## config.mk

```make
export PLATFORM = sky130hd
export DESIGN_NAME = mult2
export DESIGN_NICKNAME = d
export VERILOG_FILES = /design/src/rtl/mult2.sv
export SDC_FILE = /design/constraint.sdc
export NUM_CORES = 1
export LEC_CHECK = 0
export CAP_MARGIN = 20
export CORE_AREA = 8 8 240 242
export DETAILED_ROUTE_END_ITERATION = 10
export DIE_AREA = 0 0 248 250
export HOLD_SLACK_MARGIN = 0.03
export PLACE_DENSITY_LB_ADDON = 0.1
export SLEW_MARGIN = 20
export SYNTH_ARGS = -nofsm -noshare
export SYNTH_HDL_FRONTEND = slang
export SYNTH_SLANG_ARGS = --single-unit
```

## constraint.sdc

```tcl
create_clock -name Clock -period 7.55 [get_ports Clock]
set_input_delay 1.8875 -clock Clock [delete_from_list [all_inputs] [get_ports Clock]]
set_output_delay 1.8875 -clock Clock [all_outputs]
set_load 0.05 [all_outputs]
```

## src/rtl/mult2.sv

```systemverilog
// rtl/mult2.sv - second multiplier stage: partial-product sum, signed fix-up, HI/LO update
//
// Ports:
//   Clock            rising-edge clock
//   Reset            asynchronous active-high reset
//   InValid          an operation is presented this cycle
//   Op[2:0]          000 MULTU, 001 MULT, 010 MADDU, 011 MADD,
//                    100 MSUBU, 101 MSUB, 110 MTHI, 111 MTLO
//   A[31:0], B[31:0] operands (A also carries MTHI/MTLO data)
//   SubOut0..15      8x8 partial products from mult1, SubOut[4i+j] = A.byte i * B.byte j
//                    (byte 0 is bits [31:24], byte 3 is bits [7:0])
//   Stall            freezes every register
//   HI, LO           architectural HI/LO registers
//   OutValid         HI/LO were updated by the most recent enabled edge
module mult2 (
    input  logic        Clock,
    input  logic        Reset,
    input  logic        InValid,
    input  logic [2:0]  Op,
    input  logic [31:0] A,
    input  logic [31:0] B,
    input  logic [15:0] SubOut0,
    input  logic [15:0] SubOut1,
    input  logic [15:0] SubOut2,
    input  logic [15:0] SubOut3,
    input  logic [15:0] SubOut4,
    input  logic [15:0] SubOut5,
    input  logic [15:0] SubOut6,
    input  logic [15:0] SubOut7,
    input  logic [15:0] SubOut8,
    input  logic [15:0] SubOut9,
    input  logic [15:0] SubOut10,
    input  logic [15:0] SubOut11,
    input  logic [15:0] SubOut12,
    input  logic [15:0] SubOut13,
    input  logic [15:0] SubOut14,
    input  logic [15:0] SubOut15,
    input  logic        Stall,
    output logic [31:0] HI,
    output logic [31:0] LO,
    output logic        OutValid
);

    typedef enum logic [2:0] {
        OP_MULTU = 3'b000,
        OP_MULT  = 3'b001,
        OP_MADDU = 3'b010,
        OP_MADD  = 3'b011,
        OP_MSUBU = 3'b100,
        OP_MSUB  = 3'b101,
        OP_MTHI  = 3'b110,
        OP_MTLO  = 3'b111
    } op_t;

    logic [15:0] sub_out [16];

    assign sub_out[0]  = SubOut0;
    assign sub_out[1]  = SubOut1;
    assign sub_out[2]  = SubOut2;
    assign sub_out[3]  = SubOut3;
    assign sub_out[4]  = SubOut4;
    assign sub_out[5]  = SubOut5;
    assign sub_out[6]  = SubOut6;
    assign sub_out[7]  = SubOut7;
    assign sub_out[8]  = SubOut8;
    assign sub_out[9]  = SubOut9;
    assign sub_out[10] = SubOut10;
    assign sub_out[11] = SubOut11;
    assign sub_out[12] = SubOut12;
    assign sub_out[13] = SubOut13;
    assign sub_out[14] = SubOut14;
    assign sub_out[15] = SubOut15;

    logic [63:0] unsigned_sum;
    logic [63:0] product;
    logic        is_signed;

    // Byte i sits at weight 8*(3-i), so product i,j sits at 8*(6-i-j).
    always_comb begin
        unsigned_sum = 64'd0;
        for (int i = 0; i < 4; i++) begin
            for (int j = 0; j < 4; j++) begin
                unsigned_sum = unsigned_sum
                    + ({48'd0, sub_out[4*i+j]} << (8 * (6 - i - j)));
            end
        end
    end

    // Odd opcodes among the multiply group are the signed variants.
    assign is_signed = Op[0] && (Op != OP_MTLO);

    // Two's-complement fix-up: treating a negative operand as unsigned adds
    // 2^32 times the other operand, which is removed here (mod 2^64).
    always_comb begin
        product = unsigned_sum;
        if (is_signed) begin
            if (A[31]) product = product - {B, 32'd0};
            if (B[31]) product = product - {A, 32'd0};
        end
    end

    logic        s1_valid;
    op_t         s1_op;
    logic [31:0] s1_a;
    logic [63:0] s1_p;

    always_ff @(posedge Clock or posedge Reset) begin
        if (Reset) begin
            s1_valid <= 1'b0;
            s1_op    <= OP_MULTU;
            s1_a     <= 32'd0;
            s1_p     <= 64'd0;
        end else if (!Stall) begin
            s1_valid <= InValid;
            s1_op    <= op_t'(Op);
            s1_a     <= A;
            s1_p     <= product;
        end
    end

    // Stage 2 reads HI/LO as they are at this edge, so back-to-back
    // accumulates chain naturally without forwarding.
    always_ff @(posedge Clock or posedge Reset) begin
        if (Reset) begin
            HI       <= 32'd0;
            LO       <= 32'd0;
            OutValid <= 1'b0;
        end else if (!Stall) begin
            OutValid <= s1_valid;
            if (s1_valid) begin
                unique case (s1_op)
                    OP_MULTU, OP_MULT: {HI, LO} <= s1_p;
                    OP_MADDU, OP_MADD: {HI, LO} <= {HI, LO} + s1_p;
                    OP_MSUBU, OP_MSUB: {HI, LO} <= {HI, LO} - s1_p;
                    OP_MTHI:           HI <= s1_a;
                    OP_MTLO:           LO <= s1_a;
                    default:           ;
                endcase
            end
        end
    end

endmodule

```

**Word level (Yosys, flattened, before mapping)**

Index checks and enable logic that the tools add are counted.

- Flip-flop bits (word level): 165
- Input bits: 327
- Output and inout bits: 65
- Logic and storage cells: 50

- Add/sub/neg operators: 19
- Eq/ne operators: 8
- Muxes and demuxes: 6
- Bitwise operators: 1
- Reductions and logical operators: 9

Operators with widths:

| kind | count |
|---|---|
| 64-bit by 40-bit adder with 64-bit output | 4 |
| 64-bit two-way mux | 4 |
| 32-bit one-hot mux with 4 select lines | 2 |
| 64-bit by 32-bit adder with 64-bit output | 3 |
| 64-bit by 48-bit adder with 64-bit output | 3 |
| 64-bit subtractor | 3 |
| 64-bit by 24-bit adder with 64-bit output | 2 |
| 64-bit by 56-bit adder with 64-bit output | 2 |
| 64-bit by 16-bit adder with 64-bit output | 1 |
| 64-bit adder | 1 |
| 3-bit == test (second input constant) | 4 |
| 4-bit nonzero test | 2 |
| 3-bit by 2-bit == test with 1-bit output (second input constant) | 2 |
| 3-bit AND reduction | 2 |
| 2-bit OR reduction | 3 |
| 3-bit by 1-bit == test with 1-bit output (second input constant) | 1 |
| 3-bit zero test | 1 |
| 3-bit inequality test (second input constant) | 1 |
| 1-bit logical AND | 1 |
| 1-bit NOT | 1 |

**Longest topological paths before layout**

- Depth after elaboration: 21
- Depth in mapped cells: 42
- Mapped depth without buffers: 42

**Worst setup path before layout**

OpenSTA, ideal clock, no wires.

- Path type: input to register
- From: input port SubOut9[1]
- To: register s1_p[60]
- Library setup time: 0.131 ns
- Data arrival time: 9.997 ns
- Path slack: -2.578 ns
- Cell stages on the path: 38
- Buffers on the path: 0
- Cells stage by stage: inv_1 > fa_1 > inv_1 > fa_1 > inv_1 > fa_1 > fa_1 > inv_1 > ha_1 > a21o_1 > a21o_1 > a221oi_1 > o211ai_2 > a21oi_1 > o21bai_1 > xnor2_1 > ha_1 > fa_1 > (+2 left out) > o2111ai_1 > nand2_1 > a21o_1 > a311o_1 > o31a_1 > xor2_1 > mux2_2 > ha_1 > nand4_1 > or3_1 > o211ai_1 > a31oi_1 > o31ai_1 > a31oi_1 > xor2_1 > mux2i_1 > o32ai_1 > a21oi_1

- Longest elaborated chain between the ends: 13

RTL lines:

| item | RTL line | RTL |
|---|---|---|
| start: declaration | 31 | `input logic [15:0] SubOut9,` |
| 64-bit by 40-bit adder with 64-bit output * | 84 | `+ ({48'd0, sub_out[4*i+j]} << (8 * (6 - i - j)));` |
| 64-bit by 32-bit adder with 64-bit output * | 84 |  |
| 64-bit by 24-bit adder with 64-bit output * | 84 |  |
| 64-bit by 40-bit adder with 64-bit output * | 84 |  |
| 64-bit by 32-bit adder with 64-bit output * | 84 |  |
| 64-bit by 24-bit adder with 64-bit output * | 84 |  |
| 64-bit by 16-bit adder with 64-bit output * | 84 |  |
| 64-bit subtractor | 97 | `if (A[31]) product = product - {B, 32'd0};` |
| 64-bit two-way mux | 97 |  |
| 64-bit two-way mux | 96 | `if (is_signed) begin` |
| 64-bit subtractor | 98 | `if (B[31]) product = product - {A, 32'd0};` |
| 64-bit two-way mux | 98 |  |
| 64-bit two-way mux * | 96 |  |
| end signal: assignment | 117 | `s1_p <= product;` |
| end: declaration | 105 | `logic [63:0] s1_p;` |

Every way passes the cells marked *; elsewhere a longest branch is shown, timed or not. The select of a mux whose other input is x is not followed.
A chain may end at the register's enable or synchronous reset.

**Worst setup path in the final report**

- From: input port SubOut10[9]
- To: register s1_p[56]

- Longest elaborated chain between the ends: 12

RTL lines:

| item | RTL line | RTL |
|---|---|---|
| start: declaration | 32 | `input logic [15:0] SubOut10,` |
| 64-bit by 32-bit adder with 64-bit output * | 84 |  |
| 64-bit by 24-bit adder with 64-bit output * | 84 |  |
| 64-bit by 40-bit adder with 64-bit output * | 84 |  |
| 64-bit by 32-bit adder with 64-bit output * | 84 |  |
| 64-bit by 24-bit adder with 64-bit output * | 84 |  |
| 64-bit by 16-bit adder with 64-bit output * | 84 |  |
| 64-bit subtractor | 97 |  |
| 64-bit two-way mux | 97 |  |
| 64-bit two-way mux | 96 |  |
| 64-bit subtractor | 98 |  |
| 64-bit two-way mux | 98 |  |
| 64-bit two-way mux * | 96 |  |

Marks and branches as above.

==> reports/qor.csv <==
stage,metric,value,unit
outcome,status,"finished, violations left",
outcome,violations,negative setup slack,
timing,fin_crit_sh,134,%
timing,final.setup.worst_slack,-2.53,ns
critical_path,cpMostUsedCell,fa_1,
job,cap_viol_max_count,0,
timing,fmax,99.2,MHz
timing,setup_viol,31,
critical_path,critPathArrivalTime,10.44,ns
routing,viasPerCell,6.14,
floorplan,rows,85,
floorplan,coreArea,53500,um2
routing,routed_wl,118,mm
place,hpwlAfterDp,89.9,mm
synthesis,avgSynthCellArea,7.87,um2
final_layout,final_common_cell,buf_4,
floorplan,initial_core_util,49.6,%
global_routing,grt_max_degree,69,
synthesis,synth_cell_types,107,
final_layout,seq_area,4130,um2
synthesis,ys_seq_elements,165,
critical_path,reg2reg_slack,3.05,ns
final_layout,n_fill_cell,4101,
clocking,cts_tree,built,
routing,first_pass_iters,8,
floorplan,die_h,250,um
timing,drv_slew,0,
final_layout,area_growth,38.3,%
routing,drc,0,
clocking,cts_num_sinks,165,
critical_path,path_delay_family,compound AO/OA/AOI/OAI gates,
critical_path,crit_type,input port to register,
synthesis,syn_area,26500,um2
final_layout,final_cell_area,36700,um2
synthesis,ys_warn_count,0,
synthesis,synthTopCellsByArea,"dfrtp_1 16%, ha_1 15%, fa_1 11%",
global_routing,grt_overflow,0,
place,io_buffers,391,
global_routing,grt_pass1_wl,173,mm
critical_path,cp_max_fo,3,
synthesis,syn_inst,3369,
timing,worstMarginPinSlew,1.22,ns
final_layout,drive_above_1_share,22.5,%
synthesis,ys_async_sr_fraction,100,%
place,gp_congestion,1.03,
clocking,cts_buffer_depth,2,
clocking,numCtsBuffers,17,
global_routing,antenna_found_initial,6,
critical_path,start_kind,input port,
critical_path,cp_slowest_cell,fa_1,
floorplan,die_x,248,um
timing,finalCriticalPeriod,10.08,ns
critical_path,ff2ff_path_depth,15,
routing,final_antenna_net_count,0,
routing,vias,29600,
critical_path,critical_path_required,7.91,ns
synthesis,netlist.area_leader.share,15.6,%
critical_path,crit_buf_inv,10,
clocking,htree_num_levels,4,
synthesis,synth_largest_area_cell,dfrtp_1,
clocking,path_clk_slew,0.08,ns
synthesis,synth_flop_cell,dfrtp_1,
clocking,worstSkewPairLatency,0.48,ns
global_routing,grt_usage,35.9,%
critical_path,worstReg2RegEnd,HI[24],
critical_path,critPathCaptureType,register,
routing,drt_iter0_drc,2836,
critical_path,slowest_delay,0.55,ns
clocking,postCtsHoldBufs,0,
floorplan,io_pins,392,
critical_path,cp.depth,43,
synthesis,ys_seq_area_share,15.6,%
clocking,clockRootBuffer,clkbuf_16,
critical_path,critical_path.startpoint,SubOut10[9],
global_routing,grt_pass1_vias,30200,
timing,rsz0062_at_grt,yes,
place,dpl_cell_area,34000,um2
routing,wl_per_cell,24.5,um
final_layout,multi_input_area,21700,um2
timing,fin_skew,0.0160,ns
floorplan,die_area,62000,um2
critical_path,reg2reg_from,LO[0],
min_path,hold_path.class,register to register,
timing,holdWs,0.480,ns
timing,final-hold-violation-count,0,
final_layout,final_cell_mix,"448 x buf_4, 426 x inv_1, 315 x clkdlybuf4s50_1",
final_layout,layout.nets,4900,
critical_path,crit_path_end,s1_p[56],
timing,relSlewSlack,18.4,%
synthesis,synth_edf_count,0,
synthesis,synth_nets,4161,
-- synthesized netlist by cell type (all sizes together) (10+ instances only) --
library cell	n
dfrtp	165
a21oi	284
o21bai	52
nor2b	30
or2	14
mux2	35
a31oi	41
o31a	10
nand2b	33
nor3	43
xnor2	145
a21o	98
and3	19
ha	316
o31ai	45
o221ai	17
o311ai	10
a211oi	32
nand2	285
clkbuf	98
nand3	46
inv	504
xor2	50
a222oi	13
mux2i	12
buf	42
and2	11
o21a	26
nor2	205
fa	149
o22ai	43
a221oi	40
or3	12
nand4	30
nor4	18
o21ai	239
o211ai	24
a22oi	16
-- worst min-delay path by stage --
stage | startpoint | to | depth (start not counted) | slack, ns
floorplan | s1_a[20] | s1_a[20] | 2 | 0.47
global placement | OutValid | OutValid | 2 | 0.47
detailed placement | OutValid | OutValid | 2 | 0.47
CTS | OutValid | OutValid | 2 | 0.49
global route | OutValid | OutValid | 2 | 0.52
finish | OutValid | OutValid | 2 | 0.48
-- repair_timing --
action	4_1_cts	5_1_grt
endpoints found under the setup margin	31	31
setup buffers	61	29
gates resized for setup	327	133
pin swaps	187	105
-- registers in the layout, indices dropped and copies added (netlist names) --
signal,count
s1_p,64
HI,32
LO,32
s1_a,32
s1_op,3
OutValid,1
s1_valid,1
-- per-layer routing --
metal	global-route usage [%]	up-vias	wire (um)
met4	18.5	4	7240
met3	7.19	452	10800
met2	57.8	1756	53500
met5	0	-	23
li1	-	13200	-
met1	44.9	14200	46300
-- worst min-delay path: stages, from the launching register on --
cell and delay (ns):
dfrtp_1 0.34, nand2_1 0.05, nand2_1 0.05
-- per-stage QoR --
step / setup slack (ns) / std cells / TNS, ns / utilization [%]
after floorplan: -2.19 / 3369 / -34.73 / -
after global placement: -2.96 / 4702 / -68.19 / 63.5
after detailed placement: -3.18 / 4702 / -74.75 / 63.5
after CTS: -2.08 / 4789 / -42.04 / 67.0
after global routing: -2.81 / 4820 / -59.66 / 68.6
final: -2.53 / 4821 / -52.80 / 68.6
-- kinds of logic after synthesis --
| logic type | synth area share, % |
|---|---|
| adders and majority gates | 26.2 |
| xor gates and xnor gates | 6.44 |
| AOI/OAI and AO/OA | 26.6 |
| muxes | 2.36 |
| and+or+nand+nor | 13.5 |
| DFF | 15.6 |
| buffers and inverters | 9.38 |
-- area by class of cell --
class,instances,area share (%)
multi-input combinational,2559,59.2
timing repair buffer,860,20.2
sequential,165,11.3
inverter,505,5.21
tap,696,2.37
clock buffer,19,1.18
clock inverter,13,0.535
antenna,4,0.0273
Power is left out: the tool's default activity adds up to more than one toggle a clock period on the data nets, which glitch-free logic cannot reach.
